[src/rtl/ps2_tx_pkg.sv]
// rtl/ps2_tx_pkg.sv - shared types and constants for the PS/2 host-to-device command transmitter
// Purpose: FSM state encoding, PS/2 command bytes, default timing, frame/timer helpers.
// Ports: none (package).
package ps2_tx_pkg;

  typedef enum logic [2:0] {
    ST_IDLE       = 3'd0,
    ST_INHIBIT    = 3'd1,
    ST_REQ        = 3'd2,
    ST_WAIT_FIRST = 3'd3,
    ST_SEND       = 3'd4,
    ST_ACK        = 3'd5,
    ST_IDLE_WAIT  = 3'd6,
    ST_ERR        = 3'd7
  } ps2_tx_state_t;

  localparam logic [7:0] CMD_SET_LED = 8'hED;
  localparam logic [7:0] CMD_RESET   = 8'hFF;
  localparam logic [7:0] CMD_ECHO    = 8'hEE;

  // Defaults assume a 50 MHz system clock.
  localparam int DEF_INHIBIT_CYCLES = 5000;
  localparam int DEF_START_TIMEOUT  = 750000;
  localparam int DEF_BIT_TIMEOUT    = 100000;

  localparam int TIMER_W = 20;

  // {stop, odd parity, data}; shifted out LSB first after the start bit.
  function automatic logic [9:0] make_frame(input logic [7:0] d);
    return {1'b1, ~^d, d};
  endfunction

  // The timer sticks at all-ones instead of wrapping back into a valid count.
  function automatic logic [TIMER_W-1:0] sat_inc(input logic [TIMER_W-1:0] v);
    return (&v) ? v : v + TIMER_W'(1);
  endfunction

endpackage

[src/rtl/ps2_command_tx_if.sv]
// rtl/ps2_command_tx_if.sv - command byte handshake between a requester and the PS/2 transmitter
// Purpose: valid/ready transfer of one command byte.
// Signals: cmd_data (byte to send), cmd_valid (request), cmd_ready (transmitter idle).
// Modports: master = requester, slave = transmitter.
interface ps2_command_tx_if;
  logic [7:0] cmd_data;
  logic       cmd_valid;
  logic       cmd_ready;

  modport master (output cmd_data, output cmd_valid, input cmd_ready);
  modport slave  (input cmd_data, input cmd_valid, output cmd_ready);
endinterface

[src/rtl/ps2_line_sync.sv]
// rtl/ps2_line_sync.sv - PS/2 pad synchronizer and falling-edge detector
// Purpose: bring the asynchronous PS2_CLK/PS2_DAT pad levels into CLOCK_50 and flag clock falls.
// Ports: CLOCK_50, Reset (async, high); clk_in/dat_in raw pads;
//        clk_s/dat_s synchronized levels; fe one-cycle pulse, 3 cycles after a pad clock fall.
module ps2_line_sync (
  input  logic CLOCK_50,
  input  logic Reset,
  input  logic clk_in,
  input  logic dat_in,
  output logic clk_s,
  output logic dat_s,
  output logic fe
);

  logic clk_m;
  logic dat_m;
  logic clk_d;

  // Flops reset to the idle-high line level so leaving reset never looks like a fall.
  always_ff @(posedge CLOCK_50 or posedge Reset) begin
    if (Reset) begin
      clk_m <= 1'b1;
      clk_s <= 1'b1;
      clk_d <= 1'b1;
      dat_m <= 1'b1;
      dat_s <= 1'b1;
      fe    <= 1'b0;
    end else begin
      clk_m <= clk_in;
      clk_s <= clk_m;
      clk_d <= clk_s;
      dat_m <= dat_in;
      dat_s <= dat_m;
      fe    <= clk_d & ~clk_s;
    end
  end

endmodule

[src/rtl/ps2_command_tx.sv]
// rtl/ps2_command_tx.sv - PS/2 host-to-device command byte transmitter with open-drain pad control
// Purpose: send one command byte (e.g. 0xED set LEDs, 0xFF reset) to the keyboard.
// Ports: CLOCK_50, Reset (async, high); cmd (slave: cmd_data/cmd_valid/cmd_ready);
//        ps2_clk_in/ps2_dat_in raw pads; ps2_clk_oe/ps2_dat_oe 1 = pull pad low;
//        busy (not idle, blanks the receiver); tx_done/tx_error one-cycle result pulses.
module ps2_command_tx
  import ps2_tx_pkg::*;
#(
  parameter int INHIBIT_CYCLES = DEF_INHIBIT_CYCLES,
  parameter int START_TIMEOUT  = DEF_START_TIMEOUT,
  parameter int BIT_TIMEOUT    = DEF_BIT_TIMEOUT
) (
  input  logic             CLOCK_50,
  input  logic             Reset,
  ps2_command_tx_if.slave  cmd,
  input  logic             ps2_clk_in,
  input  logic             ps2_dat_in,
  output logic             ps2_clk_oe,
  output logic             ps2_dat_oe,
  output logic             busy,
  output logic             tx_done,
  output logic             tx_error
);

  localparam logic [TIMER_W-1:0] INH_LAST   = TIMER_W'(INHIBIT_CYCLES - 1);
  localparam logic [TIMER_W-1:0] START_LAST = TIMER_W'(START_TIMEOUT - 1);
  localparam logic [TIMER_W-1:0] BIT_LAST   = TIMER_W'(BIT_TIMEOUT - 1);

  ps2_tx_state_t      state;
  logic [TIMER_W-1:0] timer;
  logic [9:0]         shift;
  logic [3:0]         bitcnt;
  logic               ready;
  logic               clk_s;
  logic               dat_s;
  logic               fe;

  assign cmd.cmd_ready = ready;

  ps2_line_sync u_sync (
    .CLOCK_50 (CLOCK_50),
    .Reset    (Reset),
    .clk_in   (ps2_clk_in),
    .dat_in   (ps2_dat_in),
    .clk_s    (clk_s),
    .dat_s    (dat_s),
    .fe       (fe)
  );

  // Timer conventions: it starts at 0 when REQ is entered so a missing device is
  // flagged START_TIMEOUT cycles after REQ; on every fe it restarts at 1 because
  // the fe cycle itself already counts toward BIT_TIMEOUT.
  always_ff @(posedge CLOCK_50 or posedge Reset) begin
    if (Reset) begin
      state      <= ST_IDLE;
      ps2_clk_oe <= 1'b0;
      ps2_dat_oe <= 1'b0;
      busy       <= 1'b0;
      ready      <= 1'b1;
      tx_done    <= 1'b0;
      tx_error   <= 1'b0;
      timer      <= '0;
      shift      <= '0;
      bitcnt     <= '0;
    end else begin
      tx_done  <= 1'b0;
      tx_error <= 1'b0;
      case (state)
        ST_IDLE: begin
          if (cmd.cmd_valid && ready) begin
            shift      <= make_frame(cmd.cmd_data);
            timer      <= '0;
            bitcnt     <= '0;
            ps2_clk_oe <= 1'b1;
            ps2_dat_oe <= 1'b0;
            busy       <= 1'b1;
            ready      <= 1'b0;
            state      <= ST_INHIBIT;
          end
        end
        ST_INHIBIT: begin
          if (timer == INH_LAST) begin
            timer      <= '0;
            ps2_dat_oe <= 1'b1;   // start bit, clock still held low
            state      <= ST_REQ;
          end else begin
            timer <= sat_inc(timer);
          end
        end
        ST_REQ: begin
          ps2_clk_oe <= 1'b0;
          timer      <= sat_inc(timer);
          state      <= ST_WAIT_FIRST;
        end
        ST_WAIT_FIRST: begin
          if (fe) begin
            ps2_dat_oe <= ~shift[0];
            shift      <= {1'b1, shift[9:1]};
            bitcnt     <= 4'd1;
            timer      <= TIMER_W'(1);
            state      <= ST_SEND;
          end else if (timer == START_LAST) begin
            ps2_clk_oe <= 1'b0;
            ps2_dat_oe <= 1'b0;
            tx_error   <= 1'b1;
            state      <= ST_ERR;
          end else begin
            timer <= sat_inc(timer);
          end
        end
        ST_SEND: begin
          if (fe) begin
            shift  <= {1'b1, shift[9:1]};
            bitcnt <= bitcnt + 4'd1;
            timer  <= TIMER_W'(1);
            // bitcnt==9 means this fe presents the stop bit: release data for the ACK.
            if (bitcnt == 4'd9) begin
              ps2_dat_oe <= 1'b0;
              state      <= ST_ACK;
            end else begin
              ps2_dat_oe <= ~shift[0];
            end
          end else if (timer == BIT_LAST) begin
            ps2_clk_oe <= 1'b0;
            ps2_dat_oe <= 1'b0;
            tx_error   <= 1'b1;
            state      <= ST_ERR;
          end else begin
            timer <= sat_inc(timer);
          end
        end
        ST_ACK: begin
          if (fe) begin
            timer <= TIMER_W'(1);
            if (!dat_s) begin
              state <= ST_IDLE_WAIT;
            end else begin
              tx_error <= 1'b1;
              state    <= ST_ERR;
            end
          end else if (timer == BIT_LAST) begin
            tx_error <= 1'b1;
            state    <= ST_ERR;
          end else begin
            timer <= sat_inc(timer);
          end
        end
        ST_IDLE_WAIT: begin
          if (clk_s && dat_s) begin
            tx_done <= 1'b1;
            busy    <= 1'b0;
            ready   <= 1'b1;
            state   <= ST_IDLE;
          end else if (timer == BIT_LAST) begin
            tx_error <= 1'b1;
            state    <= ST_ERR;
          end else begin
            timer <= sat_inc(timer);
          end
        end
        ST_ERR: begin
          busy  <= 1'b0;
          ready <= 1'b1;
          state <= ST_IDLE;
        end
        default: begin
          ps2_clk_oe <= 1'b0;
          ps2_dat_oe <= 1'b0;
          busy       <= 1'b0;
          ready      <= 1'b1;
          state      <= ST_IDLE;
        end
      endcase
    end
  end

endmodule

[src/flat_wrapper.sv]
// flat-port wrapper written by rule: the top's interface ports become plain ports
module ps2_command_tx_flat import ps2_tx_pkg::*;
#(
  parameter int INHIBIT_CYCLES = DEF_INHIBIT_CYCLES,
  parameter int START_TIMEOUT  = DEF_START_TIMEOUT,
  parameter int BIT_TIMEOUT    = DEF_BIT_TIMEOUT
)
  (CLOCK_50, Reset, ps2_clk_in, ps2_dat_in, ps2_clk_oe, ps2_dat_oe, busy, tx_done, tx_error, cmd_cmd_data, cmd_cmd_valid, cmd_cmd_ready);
  ps2_command_tx_if cmd_i ();
  input  logic CLOCK_50;
  input  logic Reset;
  input  logic ps2_clk_in;
  input  logic ps2_dat_in;
  output logic ps2_clk_oe;
  output logic ps2_dat_oe;
  output logic busy;
  output logic tx_done;
  output logic tx_error;
  input wire logic [$bits(cmd_i.cmd_data)-1:0] cmd_cmd_data;
  input wire logic [$bits(cmd_i.cmd_valid)-1:0] cmd_cmd_valid;
  output wire logic [$bits(cmd_i.cmd_ready)-1:0] cmd_cmd_ready;
  assign cmd_i.cmd_data = cmd_cmd_data;
  assign cmd_i.cmd_valid = cmd_cmd_valid;
  assign cmd_cmd_ready = cmd_i.cmd_ready;
  ps2_command_tx #(.INHIBIT_CYCLES(INHIBIT_CYCLES), .START_TIMEOUT(START_TIMEOUT), .BIT_TIMEOUT(BIT_TIMEOUT)) u_core (.CLOCK_50(CLOCK_50), .Reset(Reset), .cmd(cmd_i), .ps2_clk_in(ps2_clk_in), .ps2_dat_in(ps2_dat_in), .ps2_clk_oe(ps2_clk_oe), .ps2_dat_oe(ps2_dat_oe), .busy(busy), .tx_done(tx_done), .tx_error(tx_error));
endmodule
[config.mk]
export PLATFORM = sky130hd
export DESIGN_NAME = ps2_command_tx_flat
export DESIGN_NICKNAME = d
export VERILOG_FILES = /design/src/rtl/ps2_tx_pkg.sv /design/src/rtl/ps2_command_tx_if.sv /design/src/rtl/ps2_line_sync.sv /design/src/rtl/ps2_command_tx.sv /design/src/flat_wrapper.sv
export SDC_FILE = /design/constraint.sdc
export NUM_CORES = 1
export LEC_CHECK = 0
export BUFFER_PORTS_ARGS = -buffer_cell sky130_fd_sc_hd__buf_2
export CORE_ASPECT_RATIO = 1.5
export CORE_MARGIN = 1.5
export CORE_UTILIZATION = 25
export DETAILED_ROUTE_END_ITERATION = 12
export HOLD_SLACK_MARGIN = 0.02
export PLACE_DENSITY = 0.44
export REMOVE_ABC_BUFFERS = 1
export SYNTH_ARGS = -nofsm -noshare
export SYNTH_HDL_FRONTEND = slang
export SYNTH_HIERARCHICAL = 1
export SYNTH_SLANG_ARGS = --single-unit
[constraint.sdc]
create_clock -name CLOCK_50 -period 3 [get_ports CLOCK_50]
set_clock_uncertainty 0.2 [all_clocks]
set_input_delay 0.3 -clock CLOCK_50 [delete_from_list [all_inputs] [get_ports CLOCK_50]]
set_output_delay 0.3 -clock CLOCK_50 [all_outputs]
set_load 0.02 [all_outputs]
==> flow_summary.toml <==
[run_status]
status = "finished clean"

[setup_path]
worstSetupPathType = "reg2reg"
reg2regPathDepth = 6
rrSetupSlack_ns = 0.08
crit_required_ns = 2.97
r2r-end = "u_core/ps2_dat_oe"
reg2reg_from = "u_core/timer[15]"
worstPathArrival_ns = 2.90
end_kind = "flip-flop"
crit_fanout = 4
critPathLaunchType = "flip-flop"

[cts]
cts_resized = 0
cts_made_buffers = 5
h-tree-depth = 2
cts.clk_slew.worst_paths_ns = 0.07
cts_tree = "yes"
cts_sinks = 49
cts_buffer_depth = 2
clock_latency_ns = 0.29
cts-root-buf = "clkbuf_16"

[min_path]
hp-start = "cmd_cmd_valid"
min_path_cells = 4
hold_path.class = "in2reg"
whs_endpoint = "u_core/cmd.cmd_ready"

[placement]
place_hpwl_um = 6858
place_area_um2 = 3463
place.gp.congestion = 0.9300
port_buffers = 18

[timing]
post-route-period-util = 0.9745
period_needed_ns = 2.924
setup_viol = 0
rsz0062_at_grt = "false"
slew_headroom = 0.3465
drv_slew = 0
fmax_ghz = 0.3420
final.setup.tns_ns = 0
tightest_slew_ns = 0.9788
hold_violations = 0

[routing]
drt_pass1_iterations = 4
drc_errors = 0
post_drt_wl_per_cell_um = 16.97
vias = 2834
vias_per_cell = 5.238
ant_nets = 0
routed_wl_um = 9182
drt_iter0_drc = 128

[floorplan]
die_area_um2 = 13060
start_util = 0.2574
rows = 49
fp.dieW_um = 93.82
io_pins = 19
fp.coreArea_um2 = 12020
die_h_um = 139.2

[final_layout]
diodes = 0
final_common_cell = "dfrtp_1"
layout_common_cells = "43 x dfrtp_1, 39 x nand2_1, 32 x o21ai_0"
stdcell_area_um2 = 3670
drive_gt1_frac = 0.1933
area_delta_synth_final_pct = 18.65
layout.nets = 403

[flow_run]
maxCapViolCount = 0

[synthesis]
yosysWarnings = 6
synthDistinctLibCells = 75
synth.avg_cell_area_um2 = 8.688
ys.flop_type = "dfrtp_1"
ys_seq_elements = 49
async_flop_share = 1.000
seq_area_frac_synth = 0.3989
synth_edf_count = 0
syn-cell-area_um2 = 3093
syn_inst = 356

[global_routing]
grt_pass1_vias = 2992
grt.overflow.total = 0
antenna_found_initial = 0
grt_max_degree = 44
track_usage = 0.1484
grt_pass1_wl_um = 15080

[pwr]
p_per_area_nw_per_um2 = 849.6
ir_drop_mv = 0.4373
leakage_nw = 1.553
total_power_mw = 3.118
==> power breakdown <==
group | leakage, nW | internal (mW) | total [mW] | switching [mW]
Combinational | 0.843 | 0.591 | 1.48 | 0.889
Clock | 0.0831 | 0.417 | 0.681 | 0.264
Sequential | 0.627 | 0.808 | 0.957 | 0.149
Total | 1.55 | 1.82 | 3.12 | 1.30
==> what timing repair did <==
item | CTS | global route
hold endpoints to repair | 8 | 0
setup endpoints to repair | 0 | 0
hold buffers | 3 | 0
setup buffers | 0 | 0
==> worst max-delay path, stage by stage, from the launching register on <==
cell     delay (ns)
dfrtp_1        0.40
or4_1          0.61
or4_4          0.53
o21ai_4        0.17
a21bo_4        0.26
nor4b_2        0.29
mux2_1         0.34
==> synthesized netlist by cell type (3+ instances only) <==
cell type	number	area share
and3_1	5	0.010
dfrtp_1	43	0.35
o21ai_1	6	0.0097
o31ai_1	5	0.012
nand4_1	5	0.010
clkbuf_1	16	0.019
nand2_1	39	0.047
a211oi_1	4	0.0097
or4_1	3	0.0073
a22oi_1	3	0.0073
and2_1	5	0.010
a22o_1	6	0.017
o21ai_0	32	0.052
xor2_1	3	0.0085
mux2i_1	9	0.029
xnor2_1	8	0.023
nand3_1	19	0.031
nand2b_1	3	0.0061
dfstp_2	6	0.051
and4_1	3	0.0085
or3_1	3	0.0061
nor3_1	5	0.0081
nand3b_1	3	0.0073
nor4_1	6	0.012
nor2_1	25	0.030
ha_1	3	0.012
inv_1	10	0.012
a31oi_1	3	0.0061
a21oi_1	21	0.034
==> through the flow <==
stage,std cells,hold WS [ns],util,setup WS (ns)
after floorplan,335,-0.1127,-,0.2289
after global placement,530,0.02896,0.2882,0.1416
after detailed placement,530,0.03271,0.2882,0.09404
after CTS,541,0.05148,0.3054,0.07685
after global routing,541,0.07505,0.3054,0.01264
final,541,0.05653,0.3054,0.07640
==> registers in the layout, summed over array words and instances, names as in the netlist <==
register / cells
u_core/state: 3
u_core/u_sync/clk_m: 1
u_core/u_sync/clk_d: 1
u_core/u_sync/dat_s: 1
u_core/timer: 20
u_core/cmd.cmd_ready: 1
u_core/ps2_clk_oe: 1
u_core/bitcnt: 4
u_core/tx_done: 1
u_core/shift: 10
u_core/u_sync/dat_m: 1
u_core/tx_error: 1
u_core/u_sync/clk_s: 1
u_core/busy: 1
u_core/ps2_dat_oe: 1
u_core/u_sync/fe: 1
==> worst max path at each step <==
stage                     cells after the start  slack, ns              from                 to
after floorplan                               6       0.23   u_core/timer[4]  u_core/ps2_dat_oe
after global placement                        6       0.14  u_core/timer[15]  u_core/ps2_dat_oe
after detailed placement                      6       0.09  u_core/timer[15]  u_core/ps2_dat_oe
after CTS                                     6       0.08  u_core/timer[15]  u_core/ps2_dat_oe
after global routing                          6       0.01  u_core/timer[15]  u_core/ps2_dat_oe
final                                         6       0.08  u_core/timer[15]  u_core/ps2_dat_oe
==> logic make-up after synthesis <==
family	count (synthesis)	synth area share
muxes	11	0.03641
buffers and inverters	32	0.04288
and+or+nand+nor	142	0.2488
adders and majority gates	3	0.01214
xor gates and xnor gates	11	0.03115
DFF	49	0.3989
AOI/OAI and AO/OA	108	0.2298
==> layer usage <==
| metal | global-route usage | share of wire |
|---|---|---|
| met1 | 0.1653 | 0.41 |
| met2 | 0.2651 | 0.52 |
| met3 | 0.02240 | 0.028 |
| met4 | 0.07934 | 0.040 |
| met5 | 0 | 0 |
==> layout make-up <==
type                    instances  area (µm²)
clock buffers                   6       138.9
clock inverters                 2       37.54
fillers                      1329        8347
inverters                      11       41.29
multi-input cells             275        1727
flip-flops and latches         49        1234
well taps                     153       191.4
repair buffers                 45       300.3
Power figures use the tool's default switching activity.
